[config.mk]
export PLATFORM = sky130hd
export DESIGN_NAME = cic_capture_ctrl
export DESIGN_NICKNAME = d
export VERILOG_FILES = /design/src/rtl/cic_capture_ctrl.sv
export SDC_FILE = /design/constraint.sdc
export NUM_CORES = 1
export LEC_CHECK = 0
export CORE_UTILIZATION = 59
export DETAILED_ROUTE_END_ITERATION = 6
export PLACE_DENSITY_LB_ADDON = 0.25
export SYNTH_ARGS = -nofsm -noshare
export SYNTH_HDL_FRONTEND = slang
export SYNTH_SLANG_ARGS = --single-unit
export TNS_END_PERCENT = 5
[constraint.sdc]
create_clock -name clk -period 5.2 [get_ports clk]
set_input_delay 1.56 -clock clk [delete_from_list [all_inputs] [get_ports clk]]
set_output_delay 1.56 -clock clk [all_outputs]
set_load 0.01 [all_outputs]
[src/rtl/cic_capture_ctrl.sv]
// Capture sequencer for the PDM CIC decimator: CIC reset control, sample strobe recovery, settle discard, 4-deep output FIFO.
// Optional build macro CAP_CTRL_OFFSET_EN adds an offset input subtracted from every pushed sample.
module cic_capture_ctrl #(
  parameter int unsigned WIDTH          = 32,
  parameter int unsigned DECIMATION     = 256,
  parameter int unsigned SETTLE_SAMPLES = 64,
  parameter int unsigned FLUSH_CYCLES   = 2,
  parameter int unsigned CNT_W          = 16
) (
  input  logic             clk,
  input  logic             rst_n,
  input  logic             start,
  input  logic             stop,
  input  logic [CNT_W-1:0] num_samples,
  output logic             cic_rst_n,
  input  logic [WIDTH-1:0] cic_data,
`ifdef CAP_CTRL_OFFSET_EN
  input  logic [WIDTH-1:0] offset,
`endif
  output logic [WIDTH-1:0] out_data,
  output logic             out_valid,
  input  logic             out_ready,
  output logic             busy,
  output logic             done,
  output logic             overflow
);

  localparam int unsigned PH_W  = $clog2(DECIMATION);
  localparam int unsigned DEPTH = 4;
  localparam int unsigned FC_W  = 3;
  localparam int unsigned IDX_W = 2;

  typedef enum logic [2:0] {
    S_IDLE,
    S_FLUSH,
    S_SETTLE,
    S_RUN,
    S_DRAIN
  } state_e;

  state_e           state_q, state_d;
  logic [CNT_W-1:0] cnt_q, cnt_d;
  logic [CNT_W-1:0] num_q, num_d;
  logic [PH_W-1:0]  phase_q, phase_d;
  logic             tick_q, tick_d;
  logic             cic_rst_n_q, cic_rst_n_d;
  logic             overflow_q, overflow_d;
  logic             done_q, done_d;
  logic             busy_q, busy_d;
  logic             valid_q, valid_d;
  logic [FC_W-1:0]  fcnt_q, fcnt_d;
  logic [WIDTH-1:0] mem_q [DEPTH];
  logic [WIDTH-1:0] mem_d [DEPTH];
  logic             pop, push;
  logic [IDX_W-1:0] wr_idx;
  logic [WIDTH-1:0] sample;

`ifdef CAP_CTRL_OFFSET_EN
  assign sample = WIDTH'(cic_data - offset);
`else
  assign sample = cic_data;
`endif

  // Next-state, sample strobe and shift-register FIFO (entry 0 is the head)
  always_comb begin
    state_d     = state_q;
    cnt_d       = cnt_q;
    num_d       = num_q;
    phase_d     = phase_q;
    cic_rst_n_d = cic_rst_n_q;
    overflow_d  = overflow_q;
    done_d      = 1'b0;
    mem_d       = mem_q;
    push        = 1'b0;
    wr_idx      = '0;
    pop         = valid_q & out_ready;

    if (cic_rst_n_q) begin
      phase_d = (phase_q == PH_W'(DECIMATION - 1)) ? '0 : phase_q + PH_W'(1);
    end
    tick_d = cic_rst_n_q && (phase_q == PH_W'(DECIMATION - 1));

    case (state_q)
      S_IDLE: begin
        cic_rst_n_d = 1'b0;
        if (start) begin
          num_d      = num_samples;
          overflow_d = 1'b0;
          cnt_d      = '0;
          state_d    = S_FLUSH;
        end
      end
      S_FLUSH: begin
        if (stop) begin
          state_d = S_DRAIN;
        end else if (cnt_q == CNT_W'(FLUSH_CYCLES - 1)) begin
          cic_rst_n_d = 1'b1;
          phase_d     = '0;
          cnt_d       = '0;
          state_d     = S_SETTLE;
        end else begin
          cnt_d = cnt_q + CNT_W'(1);
        end
      end
      S_SETTLE: begin
        if (tick_q) begin
          if (cnt_q == CNT_W'(SETTLE_SAMPLES - 1)) begin
            cnt_d   = '0;
            state_d = S_RUN;
          end else begin
            cnt_d = cnt_q + CNT_W'(1);
          end
        end
        if (stop) begin
          cic_rst_n_d = 1'b0;
          state_d     = S_DRAIN;
        end
      end
      S_RUN: begin
        if (tick_q) begin
          if ((fcnt_q < FC_W'(DEPTH)) || pop) begin
            push  = 1'b1;
            cnt_d = cnt_q + CNT_W'(1);
            if ((num_q != '0) && ((cnt_q + CNT_W'(1)) == num_q)) begin
              cic_rst_n_d = 1'b0;
              state_d     = S_DRAIN;
            end
          end else begin
            overflow_d = 1'b1;
          end
        end
        if (stop) begin
          cic_rst_n_d = 1'b0;
          state_d     = S_DRAIN;
        end
      end
      S_DRAIN: begin
        cic_rst_n_d = 1'b0;
        if (fcnt_q == '0) begin
          done_d  = 1'b1;
          state_d = S_IDLE;
        end
      end
      default: state_d = S_IDLE;
    endcase

    if (pop) begin
      for (int i = 0; i < DEPTH - 1; i++) mem_d[i] = mem_q[i + 1];
    end
    if (push) begin
      wr_idx        = IDX_W'(fcnt_q - FC_W'(pop));
      mem_d[wr_idx] = sample;
    end
    fcnt_d  = fcnt_q + FC_W'(push) - FC_W'(pop);
    valid_d = (fcnt_d != '0);
    busy_d  = (state_d != S_IDLE);
  end

  always_ff @(posedge clk or negedge rst_n) begin
    if (!rst_n) begin
      state_q     <= S_IDLE;
      cnt_q       <= '0;
      num_q       <= '0;
      phase_q     <= '0;
      tick_q      <= 1'b0;
      cic_rst_n_q <= 1'b0;
      overflow_q  <= 1'b0;
      done_q      <= 1'b0;
      busy_q      <= 1'b0;
      valid_q     <= 1'b0;
      fcnt_q      <= '0;
      for (int i = 0; i < DEPTH; i++) mem_q[i] <= '0;
    end else begin
      state_q     <= state_d;
      cnt_q       <= cnt_d;
      num_q       <= num_d;
      phase_q     <= phase_d;
      tick_q      <= tick_d;
      cic_rst_n_q <= cic_rst_n_d;
      overflow_q  <= overflow_d;
      done_q      <= done_d;
      busy_q      <= busy_d;
      valid_q     <= valid_d;
      fcnt_q      <= fcnt_d;
      for (int i = 0; i < DEPTH; i++) mem_q[i] <= mem_d[i];
    end
  end

  assign cic_rst_n = cic_rst_n_q;
  assign out_data  = mem_q[0];
  assign out_valid = valid_q;
  assign busy      = busy_q;
  assign done      = done_q;
  assign overflow  = overflow_q;

endmodule

==> impl_metrics.yaml <==
status:
  status: "completed"
clocking:
  path_clk_slew_ns: 0.07
  cts_root_buffer: "clkbuf_16"
  post-cts-setup-buffer-count: 0
  cts_buffers: 17
  clk_path_buf_depth: 2
  post_cts_resized: 0
  clk_latency_ns: 0.43
  clock_sinks: 180
  ctsHoldBuffers: 0
  cts_tree: "built"
  htreeDepth: 4
sta:
  max_clock_freq_mhz: 255
  max_slew_margin_pct: 24.6
  finalClockSkew_ns: 0.00537
  tightest_slew_ns: 1.12
  setup_viol: 0
  rsz0062_at_grt: "false"
  fin_tns_setup_ns: 0
  finalCriticalPeriod_ns: 3.92
  finalHoldViolCount: 0
  maxSlewViolCount: 0
  fin_crit_sh_pct: 75.5
pwr:
  swShare_pct: 30.8
  clock_power_share_pct: 32.8
  power.switching_mw: 1.15
  power_density_mw_per_mm2: 365
  combPwrFrac_pct: 21.4
  vdd_drop_max_mv: 0.258
  p_int_mw: 2.58
  p_leak_nw: 4.67
  seq_power_share_pct: 45.8
final_layout:
  diodes: 0
  drive_above_1_share_pct: 11.4
  post-route-util_pct: 70.1
  syn_to_final_growth_pct: 15.6
  final_cells: 1082
  nets: 945
global_routing:
  grt_use_total_pct: 25.6
  grt_pass1_vias: 6400
  overflow: 0
  use_met3_pct: 5.46
  grt_pass1_wl_mm: 32.0
  met1_usage_pct: 34.3
  grt-busiest-layer: "met2"
  antenna_found_initial: 0
  grt_max_degree: 99
  use_met2_pct: 42.1
hold_path:
  hp-class: "register to register"
routing:
  antenna_left: 0
  routedWlPerCell_um: 17.2
  num_vias: 6378
  drt_iter0_drc: 461
  routed_wl_mm: 18.6
  via_per_inst: 5.89
  first_pass_iters: 5
  drc: 0
yosys:
  ys.flop_type: "dfrtp_1"
  synth_edf_count: 0
  synthDistinctLibCells: 50
  seq_area_frac_synth_pct: 50.9
  syn_area_mm2: 0.00885
  synth_nets: 908
  yosysWarnings: 0
  ys_async_sr_fraction_pct: 100
  synth_seq_cells: 180
  avgSynthCellArea_um2: 10.4
  netlist_instances: 848
placed_design:
  gp_congestion: 0.852
  hpwlAfterDp_mm: 12.3
  dp.cells: 1050
  port_buffers: 89
die:
  die_h_um: 124
  rows: 44
  dieArea_mm2: 0.0155
  start_util_pct: 60.7
  io_pins: 90
  coreArea_mm2: 0.0146
  die_w_um: 124
setup_path:
  cp-start-kind: "input pin"
  worstPathMaxFanout: 59
  crit_type: "input pin to register"
  cp.required_ns: 5.49
  crit_arrival_ns: 4.21
  crit_path_end_kind: "register"
run:
  drv_cap: 0
## final timing paths
check | startpoint | end | slack (ns) | depth (start not counted)
setup / recovery | out_ready | mem_q[91]$_DFF_PN0_ | 1.28 | 7
hold / removal | register | register | 0.51 | 1
setup reg to reg | state_q[1]$_DFF_PN0_ | out_valid$_DFF_PN0_ | 2.19 | 12
hold reg to reg | register | register | 0.51 | 1
max in group asynchronous | rst_n | out_data[8]$_DFF_PN0_ | 3.03 | 2
min in group asynchronous | rst_n | cnt_q[9]$_DFFE_PN0P_ | 1.21 | 1
## final cells by class
class / count / area, µm²
Clock buffer: 20 / 437
Clock inverter: 12 / 123
Fill cell: 1054 / 4360
Inverter: 12 / 47.5
Sequential cell: 180 / 4500
Multi-Input combinational cell: 571 / 3870
Tap cell: 184 / 230
Timing Repair Buffer: 103 / 1020
## power by group through the flow
stage / registers (mW) / logic, mW / clock network [mW]
2_1_floorplan: 1.66 / 0.610 / 0
3_3_place_gp: 1.72 / 0.766 / 0
3_5_place_dp: 1.73 / 0.796 / 0
4_1_cts: 1.71 / 0.800 / 1.25
5_1_grt: 1.73 / 0.884 / 1.30
6_report: 1.71 / 0.800 / 1.22
## stage by stage
stage          hold slack (ns)  total power, mW  cell area [µm²]  worst slack, ns
3_3_place_gp             0.485             2.49             9670            0.942
5_1_grt                  0.535             3.92            10200             1.11
2_1_floorplan            0.454             2.27             8850             1.35
6_report                 0.511             3.73            10200             1.28
3_5_place_dp             0.496             2.53             9670            0.888
4_1_cts                  0.513             3.75            10200             1.32
## cell families after synthesis
group / after synthesis / share of synthesized area, %
buffers and inverters: 97 / 5.68
flip-flops: 180 / 50.9
multiplexers: 146 / 17.2
XOR/XNOR: 30 / 2.97
adder cells (fa/ha/maj): 7 / 1.07
AND/OR/NAND/NOR: 221 / 11.3
AO/OA/AOI/OAI: 167 / 10.9
## metal layers
metal,vias up,routed length [µm],part of all wire [%]
met5,-,0,0
met4,0,277,1.5
met3,23,805,4.3
met2,148,9450,51
met1,3182,8110,44
li1,3025,-,-
## synth_stat cells, drive strengths merged, types with 2 or more instances
master | n | area (µm²)
o211ai | 2 | 15.0
a31oi | 19 | 119
nand2b | 7 | 43.8
and3 | 5 | 31.3
mux2 | 46 | 518
o22ai | 3 | 18.8
nor3 | 10 | 55.1
inv | 12 | 45.0
xor2 | 13 | 114
ha | 6 | 75.1
nor3b | 2 | 15.0
o21ai | 47 | 235
buf | 49 | 323
nand2 | 57 | 214
nor2b | 5 | 31.3
dfrtp | 180 | 4500
nand3b | 2 | 15.0
a211oi | 2 | 15.0
and4 | 2 | 17.5
a2111oi | 2 | 36.3
nand3 | 11 | 55.1
a41oi | 3 | 26.3
mux2i | 100 | 1000
a31o | 2 | 17.5
nor2 | 94 | 353
o311ai | 2 | 17.5
xnor2 | 17 | 149
a21oi | 77 | 385
nor4 | 12 | 75.1
or3 | 3 | 18.8
nand4 | 8 | 50.1
clkbuf | 36 | 135
## worst max-delay path: stages
cell and delay, ns:
clkdlybuf4s50_1 0.46, nand2_1 0.21, inv_4 0.13, buf_4 0.51, buf_4 0.86, mux2i_1 0.29, o21ai_0 0.12
## layout by cell type, fill, tap and decap left out, types with 6 or more instances in the layout
cell / count
nor3_1: 8
nand4_1: 8
nand3_1: 9
buf_4: 12
clkdlybuf4s50_1: 88
mux2_2: 46
nor2_1: 94
clkbuf_16: 17
a31oi_1: 19
o21ai_0: 46
nand2_1: 57
dfrtp_1: 180
ha_1: 6
xor2_1: 13
inv_1: 11
nor4_1: 12
nand2b_1: 7
a21oi_1: 77
xnor2_1: 17
mux2i_1: 100
(Power assumes the default switching activity.)
